`src/rtl/line_fill_unit.sv`:
```
// line_fill_unit
//   Instruction-cache refill engine. It accepts one line-aligned refill request
//   and issues LINE_BYTES/4 sequential 32-bit reads on a word bus that allows
//   one outstanding read. The returned words are collected into a shadow line.
//   The finished line is then published on fill_rdata together with a
//   one-cycle fill_rvalid pulse. Only one refill is in flight at a time.
//
// Ports
//   clk, rstn    rising-edge clock; asynchronous active-low reset
//   fill_req     refill request (level, sampled only in IDLE)
//   fill_addr    line address; the offset bits are ignored
//   fill_busy    refill in progress
//   fill_rvalid  one-cycle pulse; fill_rdata holds the complete line
//   fill_rdata   assembled line, word k at [32k +: 32]
//   bus_req      word read request, held until bus_gnt
//   bus_addr     word byte address, 4-byte aligned
//   bus_gnt      request accepted this cycle
//   bus_rvalid   read data valid (at least one cycle after the grant)
//   bus_rdata    read data
module line_fill_unit #(
    parameter int ADDR_WIDTH = 32,
    parameter int LINE_BYTES = 16
) (
    input  logic                    clk,
    input  logic                    rstn,
    input  logic                    fill_req,
    input  logic [ADDR_WIDTH-1:0]   fill_addr,
    output logic                    fill_busy,
    output logic                    fill_rvalid,
    output logic [LINE_BYTES*8-1:0] fill_rdata,
    output logic                    bus_req,
    output logic [ADDR_WIDTH-1:0]   bus_addr,
    input  logic                    bus_gnt,
    input  logic                    bus_rvalid,
    input  logic [31:0]             bus_rdata
);

    localparam int WORDS = LINE_BYTES / 4;
    localparam int OFF   = $clog2(LINE_BYTES);
    localparam int BW    = (WORDS > 1) ? $clog2(WORDS) : 1;

    typedef enum logic [1:0] {IDLE, ADDR, DATA, DONE} state_t;

    state_t                    state, state_n;
    logic [BW-1:0]             beat, beat_n, beat_inc;
    logic [ADDR_WIDTH-1:0]     base, base_n, bus_addr_n, req_base;
    logic [WORDS-1:0][31:0]    shadow, shadow_n;
    logic [LINE_BYTES*8-1:0]   fill_rdata_n;
    logic                      fill_busy_n, fill_rvalid_n, bus_req_n;
    logic                      last_beat;

    assign req_base  = {fill_addr[ADDR_WIDTH-1:OFF], {OFF{1'b0}}};
    assign beat_inc  = beat + 1'b1;
    assign last_beat = (beat == BW'(WORDS - 1));

    always_ff @(posedge clk or negedge rstn) begin
        if (!rstn) begin
            state       <= IDLE;
            beat        <= '0;
            base        <= '0;
            shadow      <= '0;
            fill_rdata  <= '0;
            fill_busy   <= 1'b0;
            fill_rvalid <= 1'b0;
            bus_req     <= 1'b0;
            bus_addr    <= '0;
        end else begin
            state       <= state_n;
            beat        <= beat_n;
            base        <= base_n;
            shadow      <= shadow_n;
            fill_rdata  <= fill_rdata_n;
            fill_busy   <= fill_busy_n;
            fill_rvalid <= fill_rvalid_n;
            bus_req     <= bus_req_n;
            bus_addr    <= bus_addr_n;
        end
    end

    always_comb begin
        state_n       = state;
        beat_n        = beat;
        base_n        = base;
        shadow_n      = shadow;
        fill_rdata_n  = fill_rdata;
        fill_busy_n   = fill_busy;
        fill_rvalid_n = 1'b0;
        bus_req_n     = bus_req;
        bus_addr_n    = bus_addr;

        case (state)
            IDLE: begin
                fill_busy_n = 1'b0;
                if (fill_req) begin
                    base_n      = req_base;
                    beat_n      = '0;
                    fill_busy_n = 1'b1;
                    bus_req_n   = 1'b1;
                    bus_addr_n  = req_base;
                    state_n     = ADDR;
                end
            end
            ADDR: begin
                // bus_req is always high here, so a grant is always a real one.
                if (bus_gnt) begin
                    bus_req_n = 1'b0;
                    state_n   = DATA;
                end
            end
            DATA: begin
                if (bus_rvalid) begin
                    shadow_n[beat] = bus_rdata;
                    if (last_beat) begin
                        // Publish the whole line at once. The visible line
                        // never shows a partially refilled state.
                        fill_rdata_n  = shadow_n;
                        fill_rvalid_n = 1'b1;
                        fill_busy_n   = 1'b0;
                        state_n       = DONE;
                    end else begin
                        // base has zero offset bits and the offset stays
                        // below LINE_BYTES, so only the offset bits change.
                        beat_n     = beat_inc;
                        bus_addr_n = base + (ADDR_WIDTH'(beat_inc) << 2);
                        bus_req_n  = 1'b1;
                        state_n    = ADDR;
                    end
                end
            end
            DONE: begin
                // fill_rvalid drops here. fill_req is not looked at until IDLE.
                state_n = IDLE;
            end
            default: state_n = IDLE;
        endcase
    end

endmodule
```
`config.mk`:
```
export PLATFORM = sky130hd
export DESIGN_NAME = line_fill_unit
export DESIGN_NICKNAME = d
export VERILOG_FILES = /design/src/rtl/line_fill_unit.sv
export SDC_FILE = /design/constraint.sdc
export NUM_CORES = 1
export LEC_CHECK = 0
export BUFFER_PORTS_ARGS = -buffer_cell sky130_fd_sc_hd__buf_4
export CORE_MARGIN = 2
export CORE_UTILIZATION = 40
export CTS_CLUSTER_SIZE = 16
export DETAILED_ROUTE_END_ITERATION = 8
export HOLD_SLACK_MARGIN = 0.12
export SYNTH_ARGS = -nofsm -noshare
export SYNTH_HDL_FRONTEND = slang
export SYNTH_SLANG_ARGS = --single-unit
```
`constraint.sdc`:
```
create_clock -name clk -period 2.32 [get_ports clk]
set_input_delay 0.116 -clock clk [delete_from_list [all_inputs] [get_ports clk]]
set_output_delay 0.116 -clock clk [all_outputs]
set_load 0.05 [all_outputs]
```
==> qor.log <==
INFO  sta            grt_setup_unrepaired=no
INFO  synth          ys_seq_elements=287
INFO  routing        drt_wl_total=28680um
INFO  clocking       clk_root_buffer_cell=clkbuf_16
INFO  die            rows=63
INFO  setup_path     data_required_critical_path=2.75ns
INFO  global_routing grt_max_degree=120
INFO  global_routing grt_pass1_vias=8361
INFO  synth          synth-main-ff-cell=dfrtp_1
INFO  setup_path     critical_path.reg2reg.endpoint=bus_addr[7]$_DFFE_PN0P_
INFO  routing        detail_route.wl_per_cell=17.34um
INFO  routing        drt-pass1-iter-count=4
INFO  finish         most-common-layout-cells=dfrtp_1 (287), buf_4 (241), nand2_1 (196)
INFO  placed_design  io_buffer_count=225
INFO  job            max_cap_violations=0
INFO  clocking       htree_depth=1
INFO  setup_path     reg2reg_slack=0.38ns
INFO  setup_path     cpMaxStageDelayCell=dfrtp_1
INFO  finish         area_growth=31.37%
INFO  global_routing antenna_violations_before_repair=0
INFO  finish         stdcell_count=1654
INFO  global_routing grt_first_pass_wirelength=46230um
INFO  sta            timing.max_slew.rel_slack=61.21%
INFO  global_routing grt-ovfl-total=0
INFO  status         result_of_the_run=complete, no violations
INFO  sta            final_hold_vios=0
INFO  global_routing grt_usage=18.34%
INFO  clocking       path_clk_slew=0.06ns
INFO  die            ios=232
INFO  die            design.die.area=31800um2
INFO  clocking       tritoncts.num_buffers=31
INFO  setup_path     worstRegToRegCells=5
INFO  routing        detailroute.via_count=7969
INFO  sta            finalSetupViolCount=0
INFO  die            x_dimension_of_the_die=178.3um
INFO  placed_design  dp.cells=1528
INFO  routing        drt-initial-drc-count=352
INFO  synth          synthesis.area=12150um2
INFO  setup_path     critPathBufInv=1
INFO  clocking       numClockSinks=287
INFO  min_path       holdCritPathClass=primary input to register
INFO  routing        detail_routed_via_count_per_cell=4.818
INFO  sta            number_of_slew_limit_violations_in_the_final_report=0
INFO  synth          yosysWarnings=0
INFO  sta            final.setup.tns=0ns
INFO  sta            max_freq=514.7MHz
INFO  clocking       cts-hold-fix-buffers=68
INFO  finish         insertedDiodeCount=0
INFO  finish         layout-drive-gt1-share=38.37%
INFO  setup_path     crit_path_max_fanout=13
INFO  die            floorplan.core_area=29800um2
INFO  synth          edff_count_synth=0
INFO  sta            timing_worst_slew_pin_value=0.5813ns
INFO  min_path       hold_path_startpoint=fill_addr[18]
INFO  finish         commonest_non_fill_non_tap_cell_in_the_layout=dfrtp_1
INFO  synth          ys_async_sr_fraction=100.0%
INFO  clocking       cts_tree=built
INFO  routing        route.antenna.remaining_nets=0
INFO  power          power_density=1177nW/um2
INFO  die            floorplan.initialDensity=40.79%
INFO  finish         fill_cells=2608
INFO  power          leakagePower=7.858nW
INFO  setup_path     timing.critical_path.slowest_cell_delay=0.41ns
INFO  synth          synth.distinct_cells=28
INFO  finish         nets=1312
INFO  clocking       post_cts.resized_instances=0
INFO  placed_design  place.detailed.hpwl=17940um
INFO  sta            final.setup_skew=0.01386ns
INFO  clocking       max-clock-path-buffers=3
INFO  synth          synthesis.instances=951
INFO  min_path       timing.hold.worst_path_depth=3
INFO  sta            post-route-period-util=83.74%
INFO  synth          synth_seq_area_share=59.09%
INFO  routing        route.detailed.drc=0
INFO  setup_path     worst_setup_path_start_kind=register
INFO  clocking       post_cts_setup_buffer_count=0
INFO  placed_design  gp_congestion=0.7240
INFO  synth          avgSynthCellArea=12.78um2
INFO  setup_path     cp-end-kind=register
INFO  die            floorplan_die_height=178.3um
INFO  power          irDropWorstVdd=931.1uV
INFO  min_path       min_delay_worst_endpoint=base[18]$_DFFE_PN0P_
INFO  setup_path     arrival=2.38ns
INFO  setup_path     rr_startpoint=beat[0]$_DFFE_PN0P_
INFO  clocking       clock_insertion_delay_worst_skew=0.56ns
INFO  sta            final_period_minus_worst_setup_slack=1.943ns
INFO  setup_path     critPathTopFamily=simple AND/OR/NAND/NOR gates
INFO  setup_path     timing_worst_setup_path_type=register to register
INFO  setup_path     critical_path.cell_chain=ha_1, and4bb_1, or2_4, buf_4, mux2_4
-- synthesized netlist by cell type (2+ instances only) --
| master | instances | area (um2) |
|---|---|---|
| buf_2 | 25 | 125.1 |
| mux2_4 | 28 | 420.4 |
| nand2_4 | 3 | 33.78 |
| nand2b_1 | 2 | 12.51 |
| buf_4 | 6 | 45.04 |
| ha_1 | 4 | 50.05 |
| nor2_1 | 2 | 7.510 |
| o21ai_0 | 102 | 510.5 |
| mux2_1 | 6 | 67.56 |
| buf_1 | 5 | 18.77 |
| inv_1 | 4 | 15.01 |
| nand2_1 | 196 | 735.7 |
| buf_6 | 15 | 168.9 |
| clkbuf_1 | 12 | 45.04 |
| dfrtp_1 | 287 | 7182 |
| mux2_2 | 146 | 1644 |
| mux2i_1 | 97 | 970.9 |
-- per-layer routing --
layer	global-route usage [%]	wire (um)
met1	25.10	13220
met2	29.68	13040
met3	4.646	1898
met4	3.692	519
met5	0	0
-- area by class of cell --
cell class	instances	area [um2]	area share [%]
inverters	4	15.01	0.09404
clock buffers	46	912.1	5.713
well taps	390	488.0	3.056
multi-input cells	598	4572	28.63
clock inverters	12	142.6	0.8933
repair buffers	317	2655	16.63
flip-flops and latches	287	7182	44.98
-- worst register-to-register path, cell delays in order, from the launching register on --
cell and delay (ns):
dfrtp_1 0.41, ha_1 0.25, and4bb_1 0.32, or2_4 0.32
buf_4 0.22, mux2_4 0.30
-- where the power goes --
part           internal (mW)  total [mW]  switching [mW]
sequential              6.36        7.09           0.730
combinational           2.98        6.64            3.66
clock                   3.04        5.07            2.02
-- worst max path at each step --
stage | start | endpoint | cells past startpoint
after floorplan | beat[0]$_DFFE_PN0P_ | fill_rdata[64]$_DFFE_PN0P_ | 6
after global placement | beat[0]$_DFFE_PN0P_ | bus_addr[9]$_DFFE_PN0P_ | 5
after detailed placement | beat[0]$_DFFE_PN0P_ | bus_addr[7]$_DFFE_PN0P_ | 5
after CTS | beat[0]$_DFFE_PN0P_ | bus_addr[7]$_DFFE_PN0P_ | 5
after global routing | beat[0]$_DFFE_PN0P_ | bus_addr[7]$_DFFE_PN0P_ | 5
final | beat[0]$_DFFE_PN0P_ | bus_addr[7]$_DFFE_PN0P_ | 5
-- stage by stage --
step	hold WS, ns	worst slack [ns]	instance area, um2	utilization [%]	power [mW]
global placement	0.09877	0.3966	14220	47.73	13.64
finish	0.3496	0.3771	15970	53.59	18.80
detailed placement	0.1018	0.3780	14220	47.73	13.78
global route	0.3348	0.2822	15970	53.59	19.78
CTS	0.3246	0.3604	15970	53.59	19.03
floorplan	-0.1796	0.3610	12160	-	11.95
-- cell families after synthesis --
kind of cell,count (synthesis),synth area share (%)
multiplexers,277,25.53
AO/OA/AOI/OAI,105,4.375
AND/OR/NAND/NOR,210,7.124
buffers and inverters,67,3.438
adder cells (fa/ha/maj),4,0.4118
flip-flops,287,59.09
other,1,0.03085
-- state kept, by name (all words and copies together) (netlist names) --
signal,count
state,2
shadow,96
bus_req,1
fill_busy,1
base,28
fill_rdata,128
fill_rvalid,1
bus_addr,29
beat,1
(Power assumes the default switching activity.)
